`config.mk`:
```
export PLATFORM = sky130hd
export DESIGN_NAME = stack_call_ctrl
export DESIGN_NICKNAME = d
export VERILOG_FILES = /design/src/rtl/stack_call_ctrl.sv
export SDC_FILE = /design/constraint.sdc
export NUM_CORES = 1
export LEC_CHECK = 0
export BUFFER_PORTS_ARGS = -buffer_cell sky130_fd_sc_hd__buf_2
export CORE_MARGIN = 2
export CORE_UTILIZATION = 46
export CTS_CLUSTER_SIZE = 16
export DETAILED_ROUTE_END_ITERATION = 8
export PLACE_DENSITY = 0.9
export SLEW_MARGIN = 20
export SYNTH_ARGS = -nofsm -noshare
export SYNTH_HDL_FRONTEND = slang
export SYNTH_SLANG_ARGS = --single-unit
```
`constraint.sdc`:
```
create_clock -name clk -period 3.08 [get_ports clk]
set_clock_uncertainty 0.15 [all_clocks]
set_input_delay 0.616 -clock clk [delete_from_list [all_inputs] [get_ports clk]]
set_output_delay 0.616 -clock clk [all_outputs]
set_load 0.01 [all_outputs]
```
`src/rtl/stack_call_ctrl.sv`:
```
// Arbiter/sequencer sharing the LEG hardware Stack between CALL/RET and PUSH/POP traffic.
// Runs one operation at a time (IDLE -> ISSUE -> DONE), tracks depth and blocks over/underflow.
module stack_call_ctrl #(
   parameter int DATA_W = 8,
   parameter int DEPTH  = 15,
   parameter int CNT_W  = 4
) (
   input  logic              clk,
   input  logic              rst,
   input  logic              CALL,
   input  logic              RET,
   input  logic              PUSH_REQ,
   input  logic              POP_REQ,
   input  logic [DATA_W-1:0] PC_NEXT,
   input  logic [DATA_W-1:0] DATA_IN,
   input  logic [DATA_W-1:0] STK_TOP,
   input  logic              CLR_ERR,
   output logic              STK_PUSH,
   output logic              STK_POP,
   output logic [DATA_W-1:0] STK_VALUE,
   output logic              ACK_CALL,
   output logic              ACK_RET,
   output logic              ACK_PUSH,
   output logic              ACK_POP,
   output logic [DATA_W-1:0] RET_ADDR,
   output logic              RET_VALID,
   output logic [DATA_W-1:0] POP_DATA,
   output logic              POP_VALID,
   output logic [CNT_W-1:0]  COUNT,
   output logic              FULL,
   output logic              EMPTY,
   output logic              OVERFLOW,
   output logic              UNDERFLOW,
   output logic              BUSY
);

   localparam logic [1:0] ST_IDLE  = 2'd0;
   localparam logic [1:0] ST_ISSUE = 2'd1;
   localparam logic [1:0] ST_DONE  = 2'd2;

   localparam logic [1:0] OP_RET  = 2'd0;
   localparam logic [1:0] OP_CALL = 2'd1;
   localparam logic [1:0] OP_POP  = 2'd2;
   localparam logic [1:0] OP_PUSH = 2'd3;

   localparam logic [CNT_W-1:0] DEPTH_C = CNT_W'(DEPTH);

   logic [1:0]        state;
   logic [1:0]        op;
   logic [DATA_W-1:0] op_val;
   logic [CNT_W-1:0]  count;
   logic              ovf_q;
   logic              udf_q;
   logic [DATA_W-1:0] ret_addr_q;
   logic [DATA_W-1:0] pop_data_q;

   logic              req_any;
   logic [1:0]        win_op;
   logic [DATA_W-1:0] win_val;
   logic              in_issue;
   logic              in_done;
   logic              op_is_push;
   logic              is_full;
   logic              is_empty;
   logic              do_push;
   logic              do_pop;
   logic              set_ovf;
   logic              set_udf;
   logic [DATA_W-1:0] pop_val;

   // Depth update that can never wrap past 0 or DEPTH.
   function automatic logic [CNT_W-1:0] sat_count(input logic [CNT_W-1:0] cnt,
                                                  input logic inc, input logic dec);
      logic [CNT_W-1:0] r;
      r = cnt;
      if (inc && cnt != DEPTH_C)
         r = cnt + CNT_W'(1);
      else if (dec && cnt != '0)
         r = cnt - CNT_W'(1);
      return r;
   endfunction

   // Sticky flag: a set in the same cycle as a clear takes precedence.
   function automatic logic sticky_next(input logic cur, input logic set, input logic clr);
      return set | (cur & ~clr);
   endfunction

   // Fixed priority RET > CALL > POP_REQ > PUSH_REQ; losers simply stay asserted.
   always_comb begin
      req_any = RET | CALL | POP_REQ | PUSH_REQ;
      win_op  = OP_PUSH;
      win_val = DATA_IN;
      if (RET) begin
         win_op = OP_RET;
      end else if (CALL) begin
         win_op  = OP_CALL;
         win_val = PC_NEXT;
      end else if (POP_REQ) begin
         win_op = OP_POP;
      end
   end

   assign in_issue   = (state == ST_ISSUE);
   assign in_done    = (state == ST_DONE);
   assign op_is_push = (op == OP_CALL) || (op == OP_PUSH);
   assign is_full    = (count == DEPTH_C);
   assign is_empty   = (count == '0);

   assign do_push = in_issue &  op_is_push & ~is_full;
   assign do_pop  = in_issue & ~op_is_push & ~is_empty;
   assign set_ovf = in_issue &  op_is_push &  is_full;
   assign set_udf = in_issue & ~op_is_push &  is_empty;
   assign pop_val = do_pop ? STK_TOP : '0;

   // Control state: FSM, depth, sticky errors and the registered pop results.
   always_ff @(posedge clk or posedge rst) begin
      if (rst) begin
         state      <= ST_IDLE;
         op         <= OP_RET;
         count      <= '0;
         ovf_q      <= 1'b0;
         udf_q      <= 1'b0;
         ret_addr_q <= '0;
         pop_data_q <= '0;
      end else begin
         case (state)
            ST_IDLE: begin
               if (req_any) begin
                  op    <= win_op;
                  state <= ST_ISSUE;
               end
            end
            ST_ISSUE: state <= ST_DONE;
            default:  state <= ST_IDLE;
         endcase

         count <= sat_count(count, do_push, do_pop);
         ovf_q <= sticky_next(ovf_q, set_ovf, CLR_ERR);
         udf_q <= sticky_next(udf_q, set_udf, CLR_ERR);

         if (in_issue && op == OP_RET)
            ret_addr_q <= pop_val;
         if (in_issue && op == OP_POP)
            pop_data_q <= pop_val;
      end
   end

   // Operand latched with the winner; only observed on STK_VALUE during ISSUE.
   always_ff @(posedge clk) begin
      if (state == ST_IDLE && req_any)
         op_val <= win_val;
   end

   assign STK_PUSH  = do_push;
   assign STK_POP   = do_pop;
   assign STK_VALUE = do_push ? op_val : '0;

   assign ACK_RET  = in_issue && (op == OP_RET);
   assign ACK_CALL = in_issue && (op == OP_CALL);
   assign ACK_POP  = in_issue && (op == OP_POP);
   assign ACK_PUSH = in_issue && (op == OP_PUSH);

   assign RET_VALID = in_done && (op == OP_RET);
   assign POP_VALID = in_done && (op == OP_POP);
   assign RET_ADDR  = ret_addr_q;
   assign POP_DATA  = pop_data_q;

   assign COUNT     = count;
   assign FULL      = is_full;
   assign EMPTY     = is_empty;
   assign OVERFLOW  = ovf_q;
   assign UNDERFLOW = udf_q;
   assign BUSY      = (state != ST_IDLE);

endmodule

```
==> flow_metrics.tcl <==
set metrics [dict create \
    grt_max_degree 27 \
    drt-total-wl_mm 3.40 \
    synth_flop_cell "dfrtp_1" \
    max_freq_ghz 0.369 \
    dp_cells 254 \
    path_class "flip-flop to output port" \
    yosysWarnings 0 \
    holdBufCountCts 0 \
    ys_types 38 \
    drt_iter0_drc 43 \
    clock_sinks 34 \
    ys_top_cells_by_area "dfrtp_1, edfxtp_1, mux2_2" \
    instances_no_fill 261 \
    tightest_slew_ns 0.938 \
    cts_tree "done" \
    post_drt_wl_per_cell_um 13.0 \
    netlist_instances 142 \
    yosysSeqAreaShare_pct 56.0 \
    slew_violations 0 \
    synth_most_common_cell "dfrtp_1" \
    firstDrtPassIters 4 \
    drc 0 \
    synth_common_cells "dfrtp_1, nand2_1, o21ai_0, mux2_2" \
    rows 21 \
    cts_inserted_buffers 5 \
    yosysTopAreaCell "dfrtp_1" \
    finalCriticalPeriod_ns 2.71 \
    r2r_cells 7 \
    core_um2 3340 \
    fin_util_pct 61.0 \
    hold_viol 0 \
    crit_chain "nand3b_1, nor2_1, and2_1, buf_2" \
    grt_pass1_vias 1280 \
    cp_num_buf_inv 1 \
    die_y_um 62.8 \
    port_buffers 71 \
    critPathMaxFanout 11 \
    setup_viol 0 \
    fp.dieW_um 62.8 \
    start_kind "flip-flop" \
    n_antenna_cell 0 \
    via_count 1302 \
    cts-root-buf "clkbuf_4" \
    p_leak_nw 1.06 \
    overflow 0 \
    syn-cell-area_um2 1590 \
    synth_top_area_share_pct 40.9 \
    rsz0062_at_grt "no" \
    cp.arrival_ns 1.95 \
    multi_input_area_um2 624 \
    start_util_pct 47.7 \
    syn_nets 174 \
    slowest_delay_ns 0.53 \
    layout-drive-gt1-share_pct 45.1 \
    required_ns 2.31 \
    pre_cts_ws_ns 0.529 \
    detail-route-antenna-nets 0 \
    vdd_drop_max_mv 0.490 \
    crit_cells 4 \
    grt_antenna_before_repair 0 \
    final.setup.tns_ns 0 \
    post_cts_resize_count 0 \
    fin_crit_sh_pct 88.1 \
    ff2ff_setup_slack_ns 0.51 \
    avgSynthCellArea_um2 11.2 \
    hp-class "input port to asynchronous set/reset pin" \
    status "complete, no violations" \
    slew_headroom_pct 37.4 \
    pwr_density_cell_nw_per_um2 926 \
    die-area_um2 3940 \
    async_reset_ff_share_pct 76.5 \
    dp_hpwl_mm 2.57 \
    synth_edf_count 8 \
    clk_pin_slew_ns 0.10 \
    synth-seq-cells 34 \
    fin_ws_ns 0.367 \
    r2r-end "COUNT[2]$_DFFE_PP0P_" \
    crit_slowest_cell "dfrtp_1" \
    cp_top_family "simple AND/OR/NAND/NOR gates" \
    place.gp.congestion 0.797 \
    syn_to_final_growth_pct 28.1 \
    nNetsFinal 247 \
    cts_buffer_depth 2 \
    cap_viol_max_count 0 \
    grt_pass1_wl_mm 5.70 \
    final-seq-area_um2 891 \
    post_cts_buffers 0 \
    setup.worst_path.end_class "output port" \
    fillCellCount 296 \
    r2r-start "COUNT[1]$_DFFE_PP0P_" \
    vias_per_cell 4.99 \
    grtUsageTotal_pct 18.2 \
    pin_count 72 \
    htree_levels 2 \
    clk_latency_ns 0.32 \
]
-- cell type report --
cell class | count | area share (%)
multi-input cells | 94 | 30.7
well taps | 46 | 2.83
repair buffers | 73 | 18.2
clock buffers | 7 | 2.70
flip-flops and latches | 34 | 43.7
inverters | 7 | 1.90
-- worst reg2reg max path, stage by stage, from the launching register on --
cell,delay (ns)
dfrtp_1,0.49
and4_1,0.35
nor2_1,0.19
mux2_2,0.30
ha_1,0.22
or2_2,0.28
o311a_1,0.30
a311oi_2,0.19
-- per-layer routing --
metal,global-route usage (%),routed length [um],share of wire [%],up-vias
li1,-,-,-,642
met1,21.4,1440,42,598
met2,30.6,1620,48,57
met3,7.75,308,9.1,5
met4,5.00,32,0.94,0
met5,0,0,0,-
-- worst max path at each step --
stage                           endpoint                  from  slack (ns)
global route                STK_VALUE[4]     op[0]$_DFFE_PP0P_        0.17
detailed placement  COUNT[2]$_DFFE_PP0P_  COUNT[1]$_DFFE_PP0P_        0.53
finish                      STK_VALUE[1]     op[0]$_DFFE_PP0P_        0.37
floorplan           COUNT[2]$_DFFE_PP0P_  COUNT[1]$_DFFE_PP0P_        0.71
CTS                         STK_VALUE[1]     op[0]$_DFFE_PP0P_        0.34
global placement    COUNT[2]$_DFFE_PP0P_  COUNT[1]$_DFFE_PP0P_        0.62
-- per-stage QoR --
stage                     instance area, um^2  total power, mW  hold WS (ns)
after floorplan                          1590             1.34         0.363
after global placement                   1980             1.62         0.306
after detailed placement                 1980             1.65         0.318
after CTS                                2040             1.90         0.339
after global routing                     2040             2.04         0.360
final                                    2040             1.89         0.338
-- flip-flops by register name, summed over array words and instances, names as in the netlist --
register,cells
POP_DATA,8
RET_ADDR,8
op_val,8
COUNT,4
op,2
state,2
OVERFLOW,1
UNDERFLOW,1
-- power breakdown --
part           leakage (nW)  switching [mW]  internal, mW
clock                0.0314           0.136         0.108
combinational         0.636           0.442         0.381
sequential            0.396           0.152         0.667
-- layout by cell type (no fill, tap or decap), types with 2 or more instances in the layout --
cell and instances:
nor2_1 6, dfrtp_1 26, buf_4 2, edfxtp_1 8, buf_2 71, mux2_2 10
nand2_1 25, and2_1 8, clkbuf_4 5, o21ai_0 16, or2_2 2, a21oi_1 3
inv_1 6
-- cell families after synthesis --
family	after synthesis	synth area share [%]
multiplexers	11	8.03
AO/OA/AOI/OAI	27	11.7
XOR/XNOR	1	0.551
AND/OR/NAND/NOR	54	18.2
flip-flops	34	56.0
adder cells (fa/ha/maj)	1	0.787
buffers and inverters	14	4.72
Power figures use the tool's default switching activity.
